[config.mk]
export PLATFORM = sky130hd
export DESIGN_NAME = alu_operand_issue_flat
export DESIGN_NICKNAME = d
export VERILOG_FILES = /design/src/rtl/alu_operand_issue_if.sv /design/src/rtl/alu_operand_issue.sv /design/src/flat_wrapper.sv
export SDC_FILE = /design/constraint.sdc
export NUM_CORES = 1
export LEC_CHECK = 0
export CAP_MARGIN = 0
export CORE_UTILIZATION = 35
export CTS_BUF_LIST = sky130_fd_sc_hd__clkbuf_8
export CTS_CLUSTER_DIAMETER = 40
export CTS_CLUSTER_SIZE = 14
export DETAILED_ROUTE_END_ITERATION = 8
export PLACE_DENSITY = 0.73
export SLEW_MARGIN = 20
export SYNTH_ARGS = -nofsm -noshare
export SYNTH_HDL_FRONTEND = slang
export SYNTH_SLANG_ARGS = --single-unit
[constraint.sdc]
create_clock -name clk -period 2.2 [get_ports clk]
set_input_delay 0.44 -clock clk [delete_from_list [all_inputs] [get_ports clk]]
set_output_delay 0.44 -clock clk [all_outputs]
set_load 0.02 [all_outputs]
[src/rtl/alu_operand_issue_if.sv]
// ALU operand bus between the issue stage (master) and the ALU (slave).
// The issue stage drives the registered operands; the ALU returns alu_ready.
interface alu_operand_issue_if #(
   parameter int DSIZE  = 16,
   parameter int AWIDTH = 4
);
   logic              alu_valid;
   logic              alu_ready;
   logic [3:0]        alu_op;
   logic [DSIZE-1:0]  alu_a;
   logic [DSIZE-1:0]  alu_b;
   logic [DSIZE-1:0]  alu_imm;
   logic [AWIDTH-1:0] alu_rd;
   logic              alu_wen;
   logic [DSIZE-1:0]  alu_store_data;

   modport master (
      output alu_valid, alu_op, alu_a, alu_b, alu_imm, alu_rd, alu_wen, alu_store_data,
      input  alu_ready
   );

   modport slave (
      input  alu_valid, alu_op, alu_a, alu_b, alu_imm, alu_rd, alu_wen, alu_store_data,
      output alu_ready
   );
endinterface

[src/rtl/alu_operand_issue.sv]
// Operand issue stage: forwarding, load-use bubble insertion and flush for the ALU.
// Optional ISSUE_PERF_CNT_EN adds saturating stall/flush counters.
module alu_operand_issue #(
   parameter int DSIZE  = 16,
   parameter int AWIDTH = 4
) (
   input  logic              clk,
   input  logic              rst,
   input  logic              in_valid,
   output logic              in_ready,
   input  logic [3:0]        in_op,
   input  logic [AWIDTH-1:0] in_rs,
   input  logic [AWIDTH-1:0] in_rt,
   input  logic [AWIDTH-1:0] in_rd,
   input  logic              in_wen,
   input  logic [15:0]       in_imm,
   output logic [AWIDTH-1:0] rf_raddr1,
   output logic [AWIDTH-1:0] rf_raddr2,
   input  logic [DSIZE-1:0]  rf_rdata1,
   input  logic [DSIZE-1:0]  rf_rdata2,
   input  logic              exmem_wen,
   input  logic [AWIDTH-1:0] exmem_waddr,
   input  logic [DSIZE-1:0]  exmem_data,
   input  logic              memwb_wen,
   input  logic [AWIDTH-1:0] memwb_waddr,
   input  logic [DSIZE-1:0]  memwb_data,
   input  logic              flush,
   alu_operand_issue_if.master alu
`ifdef ISSUE_PERF_CNT_EN
   ,
   output logic [15:0]       perf_stall_cnt,
   output logic [15:0]       perf_flush_cnt
`endif
);

   localparam logic [3:0] OP_ADD = 4'd0;
   localparam logic [3:0] OP_SUB = 4'd1;
   localparam logic [3:0] OP_AND = 4'd2;
   localparam logic [3:0] OP_XOR = 4'd3;
   localparam logic [3:0] OP_SLL = 4'd4;
   localparam logic [3:0] OP_SRL = 4'd5;
   localparam logic [3:0] OP_COM = 4'd6;
   localparam logic [3:0] OP_MUL = 4'd7;
   localparam logic [3:0] OP_LW  = 4'd8;
   localparam logic [3:0] OP_SW  = 4'd9;
   localparam logic [3:0] OP_BEQ = 4'd10;

   typedef enum logic {RUN, STALL} state_t;

   state_t           state_q, state_d;
   logic             b_uses_rt, uses_rt;
   logic             hazard, can_load, accept;
   logic [DSIZE-1:0] fwd_a, fwd_b;
   logic [DSIZE-1:0] b_d, imm_d, sd_d;

   // EX/MEM is younger than MEM/WB, so it wins when both target the same register
   function automatic logic [DSIZE-1:0] fwd(
      input logic [AWIDTH-1:0] s,
      input logic [DSIZE-1:0]  rf,
      input logic              ex_wen,
      input logic [AWIDTH-1:0] ex_addr,
      input logic [DSIZE-1:0]  ex_data,
      input logic              wb_wen,
      input logic [AWIDTH-1:0] wb_addr,
      input logic [DSIZE-1:0]  wb_data
   );
      if (s == '0)                       return '0;
      else if (ex_wen && ex_addr == s)   return ex_data;
      else if (wb_wen && wb_addr == s)   return wb_data;
      else                               return rf;
   endfunction

   assign rf_raddr1 = in_rs;
   assign rf_raddr2 = in_rt;

   always_comb begin
      b_uses_rt = 1'b0;
      case (in_op)
         OP_ADD, OP_SUB, OP_AND, OP_XOR, OP_COM, OP_MUL, OP_BEQ: b_uses_rt = 1'b1;
         default:                                                b_uses_rt = 1'b0;
      endcase
   end

   assign uses_rt = b_uses_rt || (in_op == OP_SW);

   assign fwd_a = fwd(in_rs, rf_rdata1, exmem_wen, exmem_waddr, exmem_data,
                      memwb_wen, memwb_waddr, memwb_data);
   assign fwd_b = fwd(in_rt, rf_rdata2, exmem_wen, exmem_waddr, exmem_data,
                      memwb_wen, memwb_waddr, memwb_data);

   // Once in STALL the load has left the issue register, so no further hazard is raised
   assign hazard = (state_q == RUN) && alu.alu_valid && (alu.alu_op == OP_LW) &&
                   alu.alu_wen && (alu.alu_rd != '0) &&
                   ((alu.alu_rd == in_rs) || (uses_rt && (alu.alu_rd == in_rt)));

   assign can_load = !alu.alu_valid || alu.alu_ready;
   assign in_ready = !rst && !flush && !hazard && can_load;
   assign accept   = in_valid && in_ready;

   always_comb begin
      b_d   = '0;
      imm_d = '0;
      sd_d  = '0;
      if (b_uses_rt) b_d = fwd_b;
      if (in_op == OP_SW) sd_d = fwd_b;
      case (in_op)
         OP_LW, OP_SW:   imm_d = DSIZE'($signed(in_imm));
         OP_SLL, OP_SRL: imm_d = DSIZE'(in_imm[3:0]);
         default:        imm_d = '0;
      endcase
   end

   always_comb begin
      state_d = state_q;
      case (state_q)
         RUN:     if (!flush && in_valid && hazard && can_load) state_d = STALL;
         STALL:   if (flush || accept) state_d = RUN;
         default: state_d = RUN;
      endcase
   end

   always_ff @(posedge clk) begin
      if (rst) state_q <= RUN;
      else     state_q <= state_d;
   end

   always_ff @(posedge clk) begin
      if (rst) begin
         alu.alu_valid      <= 1'b0;
         alu.alu_op         <= '0;
         alu.alu_a          <= '0;
         alu.alu_b          <= '0;
         alu.alu_imm        <= '0;
         alu.alu_rd         <= '0;
         alu.alu_wen        <= 1'b0;
         alu.alu_store_data <= '0;
      end else if (flush) begin
         alu.alu_valid <= 1'b0;
      end else if (accept) begin
         alu.alu_valid      <= 1'b1;
         alu.alu_op         <= in_op;
         alu.alu_a          <= fwd_a;
         alu.alu_b          <= b_d;
         alu.alu_imm        <= imm_d;
         alu.alu_rd         <= in_rd;
         alu.alu_wen        <= in_wen;
         alu.alu_store_data <= sd_d;
      end else if (can_load) begin
         // consumed with nothing to replace it: bubble
         alu.alu_valid <= 1'b0;
      end
   end

`ifdef ISSUE_PERF_CNT_EN
   always_ff @(posedge clk) begin
      if (rst) begin
         perf_stall_cnt <= '0;
         perf_flush_cnt <= '0;
      end else begin
         if (in_valid && !in_ready && !flush && perf_stall_cnt != 16'hFFFF)
            perf_stall_cnt <= perf_stall_cnt + 16'd1;
         if (flush && alu.alu_valid && perf_flush_cnt != 16'hFFFF)
            perf_flush_cnt <= perf_flush_cnt + 16'd1;
      end
   end
`endif

endmodule
[src/flat_wrapper.sv]
// flat-port wrapper written by rule: the top's interface ports become plain ports
module alu_operand_issue_flat 
#(
   parameter int DSIZE  = 16,
   parameter int AWIDTH = 4
)
  (clk, rst, in_valid, in_ready, in_op, in_rs, in_rt, in_rd, in_wen, in_imm, rf_raddr1, rf_raddr2, rf_rdata1, rf_rdata2, exmem_wen, exmem_waddr, exmem_data, memwb_wen, memwb_waddr, memwb_data, flush, alu_alu_valid, alu_alu_op, alu_alu_a, alu_alu_b, alu_alu_imm, alu_alu_rd, alu_alu_wen, alu_alu_store_data, alu_alu_ready);
  alu_operand_issue_if #(.DSIZE(DSIZE), .AWIDTH(AWIDTH)) alu_i ();
  input  logic clk;
  input  logic rst;
  input  logic in_valid;
  output logic in_ready;
  input  logic [3:0] in_op;
  input  logic [AWIDTH-1:0] in_rs;
  input  logic [AWIDTH-1:0] in_rt;
  input  logic [AWIDTH-1:0] in_rd;
  input  logic in_wen;
  input  logic [15:0] in_imm;
  output logic [AWIDTH-1:0] rf_raddr1;
  output logic [AWIDTH-1:0] rf_raddr2;
  input  logic [DSIZE-1:0] rf_rdata1;
  input  logic [DSIZE-1:0] rf_rdata2;
  input  logic exmem_wen;
  input  logic [AWIDTH-1:0] exmem_waddr;
  input  logic [DSIZE-1:0] exmem_data;
  input  logic memwb_wen;
  input  logic [AWIDTH-1:0] memwb_waddr;
  input  logic [DSIZE-1:0] memwb_data;
  input  logic flush;
  output wire logic [$bits(alu_i.alu_valid)-1:0] alu_alu_valid;
  output wire logic [$bits(alu_i.alu_op)-1:0] alu_alu_op;
  output wire logic [$bits(alu_i.alu_a)-1:0] alu_alu_a;
  output wire logic [$bits(alu_i.alu_b)-1:0] alu_alu_b;
  output wire logic [$bits(alu_i.alu_imm)-1:0] alu_alu_imm;
  output wire logic [$bits(alu_i.alu_rd)-1:0] alu_alu_rd;
  output wire logic [$bits(alu_i.alu_wen)-1:0] alu_alu_wen;
  output wire logic [$bits(alu_i.alu_store_data)-1:0] alu_alu_store_data;
  input wire logic [$bits(alu_i.alu_ready)-1:0] alu_alu_ready;
  assign alu_alu_valid = alu_i.alu_valid;
  assign alu_alu_op = alu_i.alu_op;
  assign alu_alu_a = alu_i.alu_a;
  assign alu_alu_b = alu_i.alu_b;
  assign alu_alu_imm = alu_i.alu_imm;
  assign alu_alu_rd = alu_i.alu_rd;
  assign alu_alu_wen = alu_i.alu_wen;
  assign alu_alu_store_data = alu_i.alu_store_data;
  assign alu_i.alu_ready = alu_alu_ready;
  alu_operand_issue #(.DSIZE(DSIZE), .AWIDTH(AWIDTH)) u_core (.clk(clk), .rst(rst), .in_valid(in_valid), .in_ready(in_ready), .in_op(in_op), .in_rs(in_rs), .in_rt(in_rt), .in_rd(in_rd), .in_wen(in_wen), .in_imm(in_imm), .rf_raddr1(rf_raddr1), .rf_raddr2(rf_raddr2), .rf_rdata1(rf_rdata1), .rf_rdata2(rf_rdata2), .exmem_wen(exmem_wen), .exmem_waddr(exmem_waddr), .exmem_data(exmem_data), .memwb_wen(memwb_wen), .memwb_waddr(memwb_waddr), .memwb_data(memwb_data), .flush(flush), .alu(alu_i));
endmodule
==> flow_results.org, run 1 <==
** Status
- The flow ran to the end, but the final reports show violations.
- The final reports fail on negative setup slack.

** Critical path
- Category of the worst setup path capture point :: output pin
- Largest delay contributor family on the critical path :: simple AND/OR/NAND/NOR gates
- Crit Path Category :: reg2out
- On the worst path, the slowest cell contributes a delay of 550 ps.
- Worst Path Arrival :: 1830 ps
- Bufs and invs on worst path :: 2
- Walking the worst path, the cells encountered are or4_4 -> nor3_4 -> inv_2 -> nor2_2 -> nor3b_2 -> buf_4.
- Required time of the critical path :: 1760 ps
- Maximum fanout encountered on the critical timing path :: 2
- The worst setup path is launched from a flop.
- The slowest stage of the critical path is the sky130_fd_sc_hd__or4_4 cell.

** Finish
- The top cell types in the final layout, fill and taps aside, are sky130_fd_sc_hd__clkdlybuf4s50_1, sky130_fd_sc_hd__dfxtp_1, sky130_fd_sc_hd__buf_4.
- Area overhead of the layout relative to synthesis :: 76.6%
- After filler insertion, the fill cell instance count of the layout stands at 918.
- 0 antenna diodes ended up in the layout.
- Leading cell type in the layout, fill and taps excluded :: sky130_fd_sc_hd__clkdlybuf4s50_1
- Of the cells placed in the final design, the portion with a size suffix greater than 1 is 18.1%.
- Final net count :: 791
- Count of placed standard cells in the final layout, fillers left out :: 824
- Once layout is complete, the utilization of the core stands at 63.5%.

** Drt
- Antenna-violating nets left :: 0
- Number of detailed-routing iterations run before antenna repair :: 5
- Using the TritonRoute via totals, the vias-per-cell ratio works out to 5.36.
- DRC violations left :: 0
- Detailed router's first-iteration violation count :: 208
- Vias :: 4418
- Total wire length :: 14.3 mm
- Wire length per cell :: 17.4 um

** Clock network
- TritonCTS built the clock tree.
- Clock tree synthesis inserted a total of 9 buffers.
- The tree is rooted in a sky130_fd_sc_hd__clkbuf_8.
- Htree depth :: 3
- Clock tree synthesis found a total of 75 sinks.
- Post CTS Setup Buffer Count :: 0
- Clock latency on the worst-skew pair, taken at its later pin, is 360 ps.
- Max Root-Sink Buffers :: 2
- Number of hold-repair buffers added at the cts stage :: 0
- Clock input transition at the sequential cells of the worst setup and hold paths :: 90 ps

** Yosys
- Syn_nets :: 554
- Yosys mapped a number of flops with a built-in enable equal to 0.
- Proportion of synthesized flip-flops having asynchronous set or reset :: 0%
- Post-synth top flop :: sky130_fd_sc_hd__dfxtp_1
- Yosys printed 0 warnings.
- Average cell area after synthesis :: 8.82 um2
- Cell Area, Synth :: 3900 um2
- Number of instances in the synthesized netlist :: 442
- Portion of the post-synthesis area used by sequential elements :: 38.5%
- Flip-flop and latch count after synthesis :: 75
- The number of different library cells used by synthesis comes to 49.

** GRT
- Via count of the first global-routing pass :: 4436
- Global routing used 24.9% of the available tracks.
- After global routing the overflow that remains totals 0.
- The first global-routing pass estimated 22.1 mm of wire.
- Pin count of the biggest net entering global routing :: 17
- Antenna violations before repair :: 0

** Pwr
- Lkg Pwr :: 2.69 nW
- IR drop worst, VDD :: 0.340 mV
- Power spread over the standard cell area amounts to 504 nW/um2.
- Post-layout total power :: 3.47 mW

** STA
- Post-route clock skew :: 5.05 ps
- Final hold viol count :: 0
- The number of slew-limit violations in the final report came to 0.
- Final setup viols :: 1
- The worst path uses 103% of the clock period.
- Setup TNS after final layout :: -68.6 ps
- Across all hold checks on the routed design, the worst slack comes to 460 ps.
- Pin slew with the least headroom to its limit :: 728 ps
- Setup repair after global routing could not meet its margin everywhere.
- Static timing analysis puts the maximum clock frequency at 441 MHz.
- In this run the tightest slew margin relative to its limit is 51.4%.
- After layout, the worst setup slack is -68.6 ps.
- Crit path time final :: 2270 ps

** Die
- Total Die Area :: 11600 um2
- Initial Utilization :: 36.0%
- The floorplan step defined a core boundary enclosing 10800 um2.
- Top-level port count :: 195
- The initialized floorplan defines 38 standard-cell rows.
- Die Span X :: 108 um
- The die is 108 um tall.

** Placed design
- Once detailed placement completed, the half-perimeter wirelength came to 10.8 mm.
- Cells after DPL :: 805
- At the end of routability-driven placement, the weighted congestion stood at 0.899.
- Input/output buffers :: 194

** Run
- The tool flagged a number of max-cap violations equal to 0.

** Min path
- The min-delay analysis places its worst path in the category reg2reg.
Yosys cell counts, drive strengths merged (8+ instances only):
cell type | number | area share (%)
and3 | 17 | 2.7
nor2b | 13 | 2.1
a211oi | 16 | 3.1
nand2 | 39 | 3.8
o31ai | 16 | 3.1
dfxtp | 75 | 39
xnor2 | 8 | 1.8
buf | 18 | 3.0
mux2 | 9 | 2.6
clkbuf | 21 | 2.0
mux2i | 16 | 4.1
a22o | 32 | 7.2
nand4 | 16 | 2.6
nor3 | 21 | 2.8
xor2 | 15 | 3.4
nor2 | 19 | 1.8
inv | 18 | 1.7
o32ai | 16 | 3.6
a31oi | 17 | 2.7
metrics by stage:
step           worst slack (ps)  instance area, um2
4_1_cts                   -65.1                6780
2_1_floorplan              9.11                3910
6_report                  -68.6                6880
5_1_grt                    -131                6880
3_3_place_gp               -636                6470
3_5_place_dp               -677                6470
report_power, final:
part	internal (mW)	switching (mW)
sequential	1.39	0.0297
clock	0.567	0.590
combinational	0.492	0.401
sequential cells by signal (all words and copies together) (netlist names):
register and cells:
u_core.alu.alu_store_data 16, u_core.alu.alu_a 16, u_core.alu.alu_imm 16, u_core.alu.alu_wen 1, u_core.alu.alu_valid 1, u_core.alu.alu_op 4, u_core.alu.alu_b 16, u_core.state_q 1
u_core.alu.alu_rd 4
worst min-delay path, stage by stage, from the launching register on:
cell and delay (ps):
sky130_fd_sc_hd__dfxtp_1 320, sky130_fd_sc_hd__inv_1 50, sky130_fd_sc_hd__o32ai_1 60
timing repair:
item / 4_1_cts / 5_1_grt
cloned: 2 / 1
pin swaps: 7 / 2
setup endpoints to repair: 33 / 28
gates resized for setup: 25 / 16
path summary, 6_finish.rpt:
check | startpoint | endpoint | slack, ps | depth (start not counted)
setup / recovery | u_core.alu.alu_op[1] | in_ready | -70 | 6
hold / removal | u_core.alu.alu_a[13] | u_core.alu.alu_a[13] | 460 | 2
setup reg to reg | u_core.alu.alu_rd[0] | u_core.alu.alu_b[2] | 80 | 8
hold reg to reg | u_core.alu.alu_a[13] | u_core.alu.alu_a[13] | 460 | 2
metal layers:
layer	global-route usage [%]	up-vias	wire length (um)	part of all wire [%]
met4	10.2	0	342	2.4
met3	7.69	30	1420	9.9
met2	42.4	216	6750	47
met1	28.8	2061	5790	40
li1	-	2111	-	-
met5	0	-	0	0
layout make-up:
class	instances	area, um2	share of cell area (%)
Inverter	19	71.3	1.04
Multi-Input combinational cell	309	2250	32.8
Clock buffer	10	138	2.00
Timing Repair Buffer	265	2660	38.6
Tap cell	140	175	2.54
Sequential cell	75	1520	22.0
Clock inverter	6	72.6	1.05
kinds of logic after synthesis:
kind of cell	count (synthesis)	share of synthesized area [%]
DFF	75	38.5
xor gates and xnor gates	23	5.17
muxes	25	6.71
and+or+nand+nor	148	19.8
AOI/OAI and AO/OA	113	22.9
buffers and inverters	58	6.87
Power figures use the tool's default switching activity.
==> run 2, diff against run 1 <==
Settings changed: CTS_CLUSTER_DIAMETER 40 to not set, SLEW_MARGIN 20 to not set.
==> results of run 2 <==
The final DEF is identical to that of run 1; final timing and power are the same.
==> RTL edit (flow settings as in run 2) <==
`AWIDTH` is set to 4 in 3 places; all go to 5.
--- a/src/rtl/alu_operand_issue_if.sv
+++ b/src/rtl/alu_operand_issue_if.sv
@@ -3,5 +3,5 @@
 interface alu_operand_issue_if #(
    parameter int DSIZE  = 16,
-   parameter int AWIDTH = 4
+   parameter int AWIDTH = 5
 );
    logic              alu_valid;
--- a/src/rtl/alu_operand_issue.sv
+++ b/src/rtl/alu_operand_issue.sv
@@ -3,5 +3,5 @@
 module alu_operand_issue #(
    parameter int DSIZE  = 16,
-   parameter int AWIDTH = 4
+   parameter int AWIDTH = 5
 ) (
    input  logic              clk,
--- a/src/flat_wrapper.sv
+++ b/src/flat_wrapper.sv
@@ -3,5 +3,5 @@
 #(
    parameter int DSIZE  = 16,
-   parameter int AWIDTH = 4
+   parameter int AWIDTH = 5
 )
   (clk, rst, in_valid, in_ready, in_op, in_rs, in_rt, in_rd, in_wen, in_imm, rf_raddr1, rf_raddr2, rf_rdata1, rf_rdata2, exmem_wen, exmem_waddr, exmem_data, memwb_wen, memwb_waddr, memwb_data, flush, alu_alu_valid, alu_alu_op, alu_alu_a, alu_alu_b, alu_alu_imm, alu_alu_rd, alu_alu_wen, alu_alu_store_data, alu_alu_ready);
Interface: changed (8 resized); port bits go from 195 to 203. The function was not compared with the original's and may differ.
==> RTL edit against run 2 <==
The flow still finishes with violations (setup timing). Design area grew 1.8%. Area after synthesis shrank 1.3%. Wire length grew 2.3%. Setup slack lost 0.029 ns. Critical path depth is the same. Largest power group unchanged. Total power shrank 5.3%. Final cell count shrank 2.8%. Sequential cell count grew 1. Clock skew grew 0.0053 ns. Core utilization grew 3.2 points. Sequential share of layout area shrank 0.21 points.
==> RTL edit: results (changes against run 2) <==
Power and ir drop
  – Switch Pwr: 909 uW (-11%)
  – Combinational share of power: 23.6% (-2.1 points)
  – Leakage: 0.00273 uW (+1.4%)
  – Sw Share: 27.6% (-1.8 points)
  – Max VDD drop: 0.342 mV (+0.69%)

Yosys
  – Compound-Gate Fraction of Synth Area: 20.0% (-2.9 points)
  – Synth Area in XOR/XNOR: 7.06% (+1.9 points)
  – Synth area leaders: dfxtp_1 40%, mux2i_1 12%, a22o_1 11%
  – Synth cell types: 35 (-29%)
  – Multiplexer share of the synthesized area: 12.5% (+5.8 points)
  – Yosys warns: 0 (unchanged)
  – Syn_nets: 532 (-4.0%)
  – Syn Inst Count: 415 (-6.1%)
  – Synth Register Bits: 76 (+1.3%)
  – Share of synthesized registers carrying an async set or reset: 0% (unchanged)
  – Post-synthesis sequential area ratio: 39.5% (+1.0 points)
  – Top post-synthesis cells by count: 76 x dfxtp_1, 49 x nand2_1, 48 x a22o_1, 48 x mux2i_1, 42 x o21ai_0

Layout
  – Final Util: 66.7% (+3.2 points)
  – Non-CTS buffers: 272 (+2.6%)
  – Multi-input logic portion of the cell area: 32.9% (+0.14 points)
  – CLK BUF: 9 (-1)
  – Multi-In Gates: 300 (-2.9%)
  – Final Non-Filler Cells: 801 (-2.8%)
  – Layout cells sized above 1: 18.5% (+0.37 points)
  – Signal inverters: 1 (-18)
  – Final #Nets: 777 (-1.8%)
  – Sequential cell area: 1530 sq um (+0.82%)
  – ClkCell Share: 2.84% (-0.21 points)
  – Non-clk buf share: 39.9% (+1.4 points)
  – Layout fillers: 822 (-10%)

Timing
  – Clock skew: 0.0104 ns (+0.00534 ns)
  – Final Setup Violations: 1 (unchanged)
  – Worst Tran Pin Value: 0.497 ns (-0.231 ns)
  – Setup ws final: -0.0972 ns (-0.0286 ns)

Setup path
  – Critical R2R Launch: u_core.alu.alu_rd[3]
  – Reg2reg path depth: 9 (+1)
  – Reg2reg end: u_core.alu.alu_b[1]
  – Critical path class: reg -> out
  – R2R Setup Slk: 0.03 ns (-0.05 ns)
  – Worst setup path endpoint: in_ready

Placement
  – Placed Instance Area: 6290 sq um (-2.8%)
  – Placed Cells: 766 (-4.8%)
  – DP HPWL: 10,600 um (-1.8%)
  – GP Congestion: 0.899 (about the same)
  – PortBufs: 202 (+4.1%)

Drt
  – Initial DRC count: 169 (-19%)
  – Routed Wire Length: 14,600 um (+2.3%)
  – Via Count: 4,164 (-5.7%)

Worst hold path
  – Hold path endpoint: u_core.alu.alu_imm[8]
  – Min-Delay Startpoint: u_core.alu.alu_imm[8]

Global route
  – First-pass GRT wire length: 21,500 um (-2.6%)
  – Largest net degree at the start of global routing: 37 (+20)
  – All-layer global routing usage: 24.3% (-0.60 points)

Clocking
  – Clock Latency Late Sink: 0.34 ns (-0.02 ns)
  – Clock root buffer: clkbuf_8
  – CTS buffer count: 9 (unchanged)

Outcome
  – Failing checks: setup timing
  – Status: finished with violations

Floorplan
  – Core area: 10,500 sq um (-3.1%)
RTL edit: repair_timing:
item,in CTS,in global routing
resized for setup,48,43
buffers inserted,12,7
cloned,1,3
pin swaps,17,19
setup endpoints to repair,71,59
RTL edit: routing by layer:
| metal | track usage, % | wire, um |
|---|---|---|
| met4 | 4.89 | 174 |
| met5 | 0 | 0 |
| met3 | 7.17 | 1360 |
| met2 | 44.7 | 7380 |
| met1 | 27.6 | 5720 |
RTL edit: through the flow:
step / setup WS [ns] / setup TNS, ns / hold WS [ns]
6_report: -0.0972 / -0.0972 / 0.477
5_1_grt: -0.151 / -0.604 / 0.501
4_1_cts: -0.217 / -0.217 / 0.483
3_5_place_dp: -0.847 / -54.50 / 0.464
3_3_place_gp: -0.767 / -50.11 / 0.459
2_1_floorplan: 0.0126 / 0 / 0.470
RTL edit: worst max-delay path, stage by stage (launching register included):
cell,delay [ns]
dfxtp_4,0.36
xor2_2,0.19
a2111oi_4,0.32
and4_4,0.28
o21ai_2,0.08
and3_4,0.17
buf_6,0.12
